## config.mk

```make
export PLATFORM = sky130hd
export DESIGN_NAME = vscale_lsu
export DESIGN_NICKNAME = d
export VERILOG_FILES = /design/src/rtl/vscale_lsu_pkg.sv /design/src/rtl/vscale_lsu_sbuf.sv /design/src/rtl/vscale_lsu.sv
export SDC_FILE = /design/constraint.sdc
export NUM_CORES = 1
export LEC_CHECK = 0
export ABC_CLOCK_PERIOD_IN_PS = 5000
export CORE_MARGIN = 2
export CORE_UTILIZATION = 50
export CTS_CLUSTER_SIZE = 24
export DETAILED_ROUTE_END_ITERATION = 6
export PLACE_DENSITY_LB_ADDON = 0.12
export SETUP_SLACK_MARGIN = 0.1
export SLEW_MARGIN = 20
export SYNTH_ARGS = -nofsm -noshare
export SYNTH_HDL_FRONTEND = slang
export SYNTH_SLANG_ARGS = --single-unit
export TNS_END_PERCENT = 10
```

## constraint.sdc

```tcl
create_clock -name clk -period 5 [get_ports clk]
set_input_delay 1 -clock clk [delete_from_list [all_inputs] [get_ports clk]]
set_output_delay 1 -clock clk [all_outputs]
set_load 0.02 [all_outputs]
```

## src/rtl/vscale_lsu_pkg.sv

```systemverilog
// vscale_lsu_pkg: shared definitions for the vscale load/store unit.
// Holds the access-size encodings, the LSU FSM state encoding and the
// load/store lane-formatting helpers. The helpers operate on 64-bit
// values so that both XLEN=32 and XLEN=64 users can truncate the result.
package vscale_lsu_pkg;

  localparam logic [1:0] MEM_SIZE_B = 2'd0;
  localparam logic [1:0] MEM_SIZE_H = 2'd1;
  localparam logic [1:0] MEM_SIZE_W = 2'd2;
  localparam logic [1:0] MEM_SIZE_D = 2'd3;

  typedef enum logic [1:0] {
    IDLE    = 2'd0,
    ST_REQ  = 2'd1,
    LD_REQ  = 2'd2,
    LD_WAIT = 2'd3
  } lsu_state_e;

  // Extract the addressed bytes from an aligned memory word and extend them.
  function automatic logic [63:0] lsu_load_format(
    input logic [63:0] raw,
    input logic [2:0]  lane,
    input logic [1:0]  size,
    input logic        is_unsigned
  );
    logic [63:0] sh;
    sh = raw >> {lane, 3'b000};
    case (size)
      MEM_SIZE_B: lsu_load_format = is_unsigned ? {56'd0, sh[7:0]}  : {{56{sh[7]}},  sh[7:0]};
      MEM_SIZE_H: lsu_load_format = is_unsigned ? {48'd0, sh[15:0]} : {{48{sh[15]}}, sh[15:0]};
      MEM_SIZE_W: lsu_load_format = is_unsigned ? {32'd0, sh[31:0]} : {{32{sh[31]}}, sh[31:0]};
      default:    lsu_load_format = sh;
    endcase
  endfunction

  // Replicate right-aligned store data across every lane of the word.
  function automatic logic [63:0] lsu_store_data(
    input logic [63:0] data,
    input logic [1:0]  size
  );
    case (size)
      MEM_SIZE_B: lsu_store_data = {8{data[7:0]}};
      MEM_SIZE_H: lsu_store_data = {4{data[15:0]}};
      MEM_SIZE_W: lsu_store_data = {2{data[31:0]}};
      default:    lsu_store_data = data;
    endcase
  endfunction

  // Byte enables for a store of the given size starting at byte lane.
  function automatic logic [7:0] lsu_store_strb(
    input logic [1:0] size,
    input logic [2:0] lane
  );
    case (size)
      MEM_SIZE_B: lsu_store_strb = 8'h01 << lane;
      MEM_SIZE_H: lsu_store_strb = 8'h03 << lane;
      MEM_SIZE_W: lsu_store_strb = 8'h0F << lane;
      default:    lsu_store_strb = 8'hFF;
    endcase
  endfunction

endpackage

```

## src/rtl/vscale_lsu_sbuf.sv

```systemverilog
// vscale_lsu_sbuf: in-order posted-store FIFO with a word-address compare port.
// Ports:
//   clk, reset               clock, synchronous active-high reset
//   i_push, i_push_*         write a new entry at the tail
//   i_pop                    retire the head entry
//   o_head_*                 head entry contents (valid when !o_empty)
//   o_empty, o_full          occupancy flags
//   i_cmp_waddr, o_match     any valid entry holding this word address
module vscale_lsu_sbuf
  import vscale_lsu_pkg::*;
#(
  parameter int WA_W   = 30,
  parameter int XLEN   = 32,
  parameter int DEPTH  = 4
) (
  input  logic                 clk,
  input  logic                 reset,
  input  logic                 i_push,
  input  logic [WA_W-1:0]      i_push_waddr,
  input  logic [XLEN-1:0]      i_push_wdata,
  input  logic [XLEN/8-1:0]    i_push_wstrb,
  input  logic                 i_pop,
  output logic [WA_W-1:0]      o_head_waddr,
  output logic [XLEN-1:0]      o_head_wdata,
  output logic [XLEN/8-1:0]    o_head_wstrb,
  output logic                 o_empty,
  output logic                 o_full,
  input  logic [WA_W-1:0]      i_cmp_waddr,
  output logic                 o_match
);

  localparam int PTR_W = $clog2(DEPTH);
  localparam int CNT_W = PTR_W + 1;

  logic [WA_W-1:0]   r_waddr [DEPTH];
  logic [XLEN-1:0]   r_wdata [DEPTH];
  logic [XLEN/8-1:0] r_wstrb [DEPTH];
  logic [DEPTH-1:0]  r_valid;
  logic [PTR_W-1:0]  r_wr_ptr;
  logic [PTR_W-1:0]  r_rd_ptr;
  logic [CNT_W-1:0]  r_count;
  logic [DEPTH-1:0]  w_hit;

  always_ff @(posedge clk) begin
    if (reset) begin
      r_wr_ptr <= '0;
      r_rd_ptr <= '0;
      r_count  <= '0;
    end else begin
      if (i_push) r_wr_ptr <= r_wr_ptr + 1'b1;
      if (i_pop)  r_rd_ptr <= r_rd_ptr + 1'b1;
      if (i_push && !i_pop)      r_count <= r_count + 1'b1;
      else if (!i_push && i_pop) r_count <= r_count - 1'b1;
    end
  end

  // Payload needs no reset; only the per-entry valid bits gate its use.
  always_ff @(posedge clk) begin
    if (i_push) begin
      r_waddr[r_wr_ptr] <= i_push_waddr;
      r_wdata[r_wr_ptr] <= i_push_wdata;
      r_wstrb[r_wr_ptr] <= i_push_wstrb;
    end
  end

  // Push and pop never target the same slot: pop needs count>0, push needs count<DEPTH.
  genvar gi;
  generate
    for (gi = 0; gi < DEPTH; gi++) begin : g_entry
      always_ff @(posedge clk) begin
        if (reset) begin
          r_valid[gi] <= 1'b0;
        end else if (i_push && (r_wr_ptr == PTR_W'(gi))) begin
          r_valid[gi] <= 1'b1;
        end else if (i_pop && (r_rd_ptr == PTR_W'(gi))) begin
          r_valid[gi] <= 1'b0;
        end
      end
      assign w_hit[gi] = r_valid[gi] && (r_waddr[gi] == i_cmp_waddr);
    end
  endgenerate

  assign o_match      = |w_hit;
  assign o_head_waddr = r_waddr[r_rd_ptr];
  assign o_head_wdata = r_wdata[r_rd_ptr];
  assign o_head_wstrb = r_wstrb[r_rd_ptr];
  assign o_empty      = (r_count == '0);
  assign o_full       = (r_count == CNT_W'(DEPTH));

endmodule

```

## src/rtl/vscale_lsu.sv

```systemverilog
// vscale_lsu: load/store unit between the pipeline memory stage and dmem.
// Posted stores go to a DEPTH-entry buffer; loads may overtake buffered
// stores to other words, and are blocked while a store to the same word
// is still buffered.
// Ports:
//   clk, reset                      clock, synchronous active-high reset
//   i_req_* / o_req_ready           pipeline request (valid/ready)
//   o_resp_valid/rdata/err          one-cycle load response or error pulse
//   i_fence_valid / o_fence_done    drain request / buffer empty and idle
//   o_mem_req_* / i_mem_req_ready   memory request channel
//   i_mem_rvalid / i_mem_rdata      memory load return
module vscale_lsu
  import vscale_lsu_pkg::*;
#(
  parameter int XLEN   = 32,
  parameter int ADDR_W = 32,
  parameter int DEPTH  = 4
) (
  input  logic                clk,
  input  logic                reset,
  input  logic                i_req_valid,
  output logic                o_req_ready,
  input  logic                i_req_wen,
  input  logic [1:0]          i_req_size,
  input  logic                i_req_unsigned,
  input  logic [ADDR_W-1:0]   i_req_addr,
  input  logic [XLEN-1:0]     i_req_wdata,
  output logic                o_resp_valid,
  output logic [XLEN-1:0]     o_resp_rdata,
  output logic                o_resp_err,
  input  logic                i_fence_valid,
  output logic                o_fence_done,
  output logic                o_mem_req_valid,
  input  logic                i_mem_req_ready,
  output logic                o_mem_wen,
  output logic [ADDR_W-1:0]   o_mem_addr,
  output logic [XLEN-1:0]     o_mem_wdata,
  output logic [XLEN/8-1:0]   o_mem_wstrb,
  input  logic                i_mem_rvalid,
  input  logic [XLEN-1:0]     i_mem_rdata
);

  localparam int STRB_W = XLEN / 8;
  localparam int LANE_W = $clog2(STRB_W);
  localparam int WA_W   = ADDR_W - LANE_W;

  lsu_state_e r_state, w_state_next;

  logic              r_mem_wen;
  logic [ADDR_W-1:0] r_mem_addr;
  logic [XLEN-1:0]   r_mem_wdata;
  logic [STRB_W-1:0] r_mem_wstrb;
  logic [1:0]        r_ld_size;
  logic              r_ld_unsigned;
  logic [2:0]        r_ld_lane;
  logic              r_resp_valid;
  logic              r_resp_err;
  logic [XLEN-1:0]   r_resp_rdata;

  logic [WA_W-1:0]   w_req_waddr, w_head_waddr;
  logic [XLEN-1:0]   w_head_wdata;
  logic [STRB_W-1:0] w_head_wstrb;
  logic              w_empty, w_full, w_match;
  logic [2:0]        w_align_mask, w_req_lane;
  logic              w_err, w_resp_busy, w_st_ready, w_ld_ready;
  logic              w_accept, w_push, w_ld_go, w_pop;

  assign w_req_waddr  = i_req_addr[ADDR_W-1:LANE_W];
  assign w_req_lane   = 3'(i_req_addr[LANE_W-1:0]);
  assign w_align_mask = 3'((4'd1 << i_req_size) - 4'd1);
  assign w_err        = ((XLEN == 32) && (i_req_size == MEM_SIZE_D)) ||
                        (|(i_req_addr[2:0] & w_align_mask));

  // A faulting store would pulse the response in the same cycle as a load
  // return being captured; hold it off for that one cycle.
  assign w_resp_busy = (r_state == LD_WAIT) && i_mem_rvalid;
  assign w_st_ready  = !i_fence_valid && !w_full && !(w_err && w_resp_busy);
  assign w_ld_ready  = !i_fence_valid && (r_state == IDLE) && !w_match;
  assign o_req_ready = i_req_wen ? w_st_ready : w_ld_ready;

  assign w_accept = i_req_valid && o_req_ready;
  assign w_push   = w_accept && i_req_wen && !w_err;
  assign w_ld_go  = w_accept && !i_req_wen && !w_err;
  assign w_pop    = (r_state == ST_REQ) && i_mem_req_ready;

  vscale_lsu_sbuf #(
    .WA_W  (WA_W),
    .XLEN  (XLEN),
    .DEPTH (DEPTH)
  ) u_sbuf (
    .clk          (clk),
    .reset        (reset),
    .i_push       (w_push),
    .i_push_waddr (w_req_waddr),
    .i_push_wdata (XLEN'(lsu_store_data(64'(i_req_wdata), i_req_size))),
    .i_push_wstrb (STRB_W'(lsu_store_strb(i_req_size, w_req_lane))),
    .i_pop        (w_pop),
    .o_head_waddr (w_head_waddr),
    .o_head_wdata (w_head_wdata),
    .o_head_wstrb (w_head_wstrb),
    .o_empty      (w_empty),
    .o_full       (w_full),
    .i_cmp_waddr  (w_req_waddr),
    .o_match      (w_match)
  );

  // State register
  always_ff @(posedge clk) begin
    if (reset) r_state <= IDLE;
    else       r_state <= w_state_next;
  end

  // Next-state logic: a newly accepted load beats a pending store drain.
  always_comb begin
    w_state_next = r_state;
    case (r_state)
      IDLE: begin
        if (w_ld_go)       w_state_next = LD_REQ;
        else if (!w_empty) w_state_next = ST_REQ;
      end
      ST_REQ:  if (i_mem_req_ready) w_state_next = IDLE;
      LD_REQ:  if (i_mem_req_ready) w_state_next = LD_WAIT;
      LD_WAIT: if (i_mem_rvalid)    w_state_next = IDLE;
      default: w_state_next = IDLE;
    endcase
  end

  // Output decode
  always_comb begin
    o_mem_req_valid = (r_state == ST_REQ) || (r_state == LD_REQ);
    o_fence_done    = w_empty && (r_state == IDLE);
  end

  // Memory request fields are loaded only when leaving IDLE, so they hold
  // steady for the whole request phase.
  always_ff @(posedge clk) begin
    if (reset) begin
      r_mem_wen     <= 1'b0;
      r_mem_addr    <= '0;
      r_mem_wdata   <= '0;
      r_mem_wstrb   <= '0;
      r_ld_size     <= MEM_SIZE_B;
      r_ld_unsigned <= 1'b0;
      r_ld_lane     <= '0;
    end else if (r_state == IDLE) begin
      if (w_ld_go) begin
        r_mem_wen     <= 1'b0;
        r_mem_addr    <= {w_req_waddr, {LANE_W{1'b0}}};
        r_mem_wdata   <= '0;
        r_mem_wstrb   <= '0;
        r_ld_size     <= i_req_size;
        r_ld_unsigned <= i_req_unsigned;
        r_ld_lane     <= w_req_lane;
      end else if (!w_empty) begin
        r_mem_wen   <= 1'b1;
        r_mem_addr  <= {w_head_waddr, {LANE_W{1'b0}}};
        r_mem_wdata <= w_head_wdata;
        r_mem_wstrb <= w_head_wstrb;
      end
    end
  end

  // Response register: one-cycle pulse for a load return or a faulting request.
  always_ff @(posedge clk) begin
    if (reset) begin
      r_resp_valid <= 1'b0;
      r_resp_err   <= 1'b0;
      r_resp_rdata <= '0;
    end else begin
      r_resp_valid <= 1'b0;
      r_resp_err   <= 1'b0;
      if (w_accept && w_err) begin
        r_resp_valid <= 1'b1;
        r_resp_err   <= 1'b1;
        r_resp_rdata <= '0;
      end else if (w_resp_busy) begin
        r_resp_valid <= 1'b1;
        r_resp_rdata <= XLEN'(lsu_load_format(64'(i_mem_rdata), r_ld_lane,
                                              r_ld_size, r_ld_unsigned));
      end
    end
  end

  assign o_mem_wen    = r_mem_wen;
  assign o_mem_addr   = r_mem_addr;
  assign o_mem_wdata  = r_mem_wdata;
  assign o_mem_wstrb  = r_mem_wstrb;
  assign o_resp_valid = r_resp_valid;
  assign o_resp_err   = r_resp_err;
  assign o_resp_rdata = r_resp_rdata;

endmodule

```

==> results.md <==
- Initial antenna violation count: 1
- Mean Syn Cell Area: 13.0 um^2
- Total power: around 8900 uW
- Ports: roughly 210
- CTS Root Cell: clkbuf_16
- Drt drc: 0
- Setup CP Type: in2out
- CTS Buffer Depth: 3
- Critical path arrival: 3390 ps
- Final antenna-violating net count: 0
- Syn Inst Count: roughly 1.3k
- Most instantiated cells after synthesis: 264 x edfxtp_1, 214 x nand2_1, 122 x xnor2_1
- Largest area contributor in the netlist: edfxtp_1
- Hold Crit Class: reg2reg
- Rows: between 60 and 70
- CP startpoint: i_req_size[0]
- Worst Max-Slew Pin Slew: roughly 1000 ps
- Clock Skew: 13.3 ps
- Die Y: roughly 190 um
- Final Cycle Share: between 80 and 90%
- Setup TNS: 0 ps
- Full die area: ~36,000 um^2
- CTS Buf Count: 41
- Global-route wire length before repair: 65,500 um
- Vias/cell: around 5.6
- Outcome: completed
- Ys flop type: edfxtp_1
- Final HPWL DP: about 29,000 um
- Vias: approximately 11k
- # nets final: around 1.6k
- I/O Buffers: roughly 210
- Post-synth cell types: a little over 50
- Max-cap violations: 0
- Final hold viol count: 0
- Fill cell count: ~2.6k
- Crit-path max FO: 5
- Clock transition at path regs: 50 ps
- Min Tclk post-route: around 4400 ps
- Largest net degree at the start of global routing: between 60 and 70
- Worst r2r src: u_sbuf.r_waddr[1][10]
- Count leader, synth: edfxtp_1
- H-tree lvl count: 2
- TritonRoute pass-1 iters: 5
- Capturing element type of the critical path: output pin
- Hold Path Origin: o_mem_wdata[25]
- P_leak: roughly 0.0068 uW
- Crit start category: primary input
- Area grow syn2layout: 23.3%
- CTS tree: built
- GPL Wtd Cong: about 0.9
- Gr ovfl total: 0
- Fin. max-slew vios: 0
- Core area: 33,500 um^2
- Vias in the first global route: approximately 11k
- Final setup viols: 0
- Initial Util: between 50% and 60%
- Sequential-to-total area share from yosys stat: approximately three fifths
- Highest Clock Rate: 0.228 GHz
- Die X: between 150 and 200 um
- WL final: around 43,000 um
- WL/cell: 21.6 um
- All-Layer GR Usage: about 24%
- Yosys warnings: 0
- Number of DRC markers in iteration 0: 1,029
- Ranking of synthesized cells by area: edfxtp_1 46%, dfxtp_1 14%, mux4_2 8.7%
- Ys async rst share: 0%
- RSZ-0062 raised after global routing: false
- Clock Latency Late Sink: roughly 540 ps
- Layout cell share with drive strength beyond 1: about 14%
- CP required: around 4000 ps
- Max rail drop VDD: ~0.28 mV
- Rel. slew slack: 33.5%
- Clock sink total: between 300 and 400
- EDFF count, synth: 264
- Synthesized area: 17,100 um^2
- Power density cells: 422 nW/um^2
- Yosys reg bits: between 300 and 400
- Share of the synthesized area in the top cell type: a little under half
-- what timing repair did --
| item | in CTS | in global routing |
|---|---|---|
| buffers inserted | 0 | 1 |
| hold buffers | 0 | 0 |
| setup endpoints to repair | 0 | 1 |
| gates resized for setup | 0 | 1 |
-- power breakdown --
part	internal, uW	leakage (uW)	switching (uW)
Combinational	847	0.00270	1050
Clock	1990	0.000693	1240
Sequential	3600	0.00336	158
Total	6440	0.00676	2450
-- layout by cell type, fill, tap and decap left out, types with 3 or more instances in the layout --
| cell | Yosys | layout |
|---|---|---|
| nor3_1 | 4 | 4 |
| clkbuf_16 | 0 | 41 |
| nor3_2 | 14 | 14 |
| or2_2 | 3 | 3 |
| o21a_1 | 7 | 7 |
| a22o_1 | 8 | 8 |
| and2_1 | 8 | 4 |
| edfxtp_1 | 264 | 264 |
| xnor2_1 | 122 | 122 |
| mux2i_1 | 23 | 23 |
| clkdlybuf4s50_1 | 0 | 207 |
| nor4_1 | 8 | 8 |
| clkbuf_1 | 40 | 13 |
| nor2_1 | 59 | 59 |
| nand4_1 | 28 | 28 |
| nor2b_1 | 10 | 9 |
| nand2_1 | 214 | 214 |
| mux4_2 | 66 | 66 |
| dfxtp_1 | 121 | 119 |
| bufinv_16 | 0 | 9 |
| a21oi_1 | 88 | 88 |
| a211oi_1 | 17 | 17 |
| and2_2 | 0 | 4 |
| inv_1 | 19 | 19 |
| a211oi_2 | 8 | 8 |
| clkinv_2 | 0 | 6 |
| a22oi_1 | 14 | 14 |
| o21ai_0 | 27 | 27 |
| a21o_1 | 30 | 30 |
| buf_4 | 3 | 36 |
| nand3_1 | 5 | 5 |
| ha_1 | 19 | 19 |
| buf_12 | 0 | 6 |
-- path summary, 6_finish.rpt --
path,to,cells past startpoint,slack [ps]
setup / recovery,o_req_ready,12,610
hold / removal,o_mem_wdata[25],2,450
setup reg to reg,r_state[1],9,2090
hold reg to reg,o_mem_wdata[25],2,450
-- state kept, by name, indices dropped and copies added (netlist names), 3 cells and up, named ones only --
name / flops
u_sbuf.r_valid: 4
o_mem_wdata: 32
u_sbuf.r_waddr: 120
o_mem_wstrb: 4
u_sbuf.r_count: 3
u_sbuf.r_wdata: 128
o_resp_rdata: 32
u_sbuf.r_wstrb: 16
o_mem_addr: 30
-- worst max-delay path, stage by stage --
cell	delay [ps]
clkdlybuf4s50_1	490
inv_1	120
ha_1	230
inv_4	70
ha_1	280
nor2b_1	60
a2111oi_4	290
nor2_2	100
a2111oi_4	360
a31oi_2	90
inv_1	90
dlymetal6s2s_1	220
-- layout make-up --
cell class,count,area [um^2],area share [%]
timing repair buffer,251,2480,11.8
inverter,20,77.6,0.369
tap,448,561,2.66
clock buffer,54,1070,5.11
sequential,385,10400,49.2
clock inverter,21,357,1.70
multi-input combinational,809,6130,29.1
antenna,1,2.50,0.0119
-- kinds of logic after synthesis --
kind of cell | Yosys count | synth area share [%]
AO/OA/AOI/OAI | 210 | 8.18
XOR/XNOR | 124 | 6.36
adder cells (fa/ha/maj) | 20 | 1.51
buffers and inverters | 122 | 3.54
flip-flops | 385 | 60.7
multiplexers | 91 | 10.2
other | 1 | 0.0220
AND/OR/NAND/NOR | 362 | 9.54
-- metrics by stage --
stage          worst slack (ps)  instance area (um^2)  cells  utilization (%)  hold WS [ps]
6_report                    613                 21000   1989             62.7           453
3_3_place_gp                167                 19600   1912             58.4           447
4_1_cts                     117                 21000   1987             62.7           455
3_5_place_dp                134                 19600   1912             58.4           447
5_1_grt                     453                 21000   1988             62.7           470
2_1_floorplan              44.0                 17100   1316                -           465
-- metal layers --
layer,part of all wire (%),track usage [%],up-vias
met2,46,37.6,441
met5,0,0,-
met3,8.5,4.71,51
met1,44,35.8,5444
met4,1.4,4.60,0
li1,-,-,5125
(Power assumes the default switching activity.)
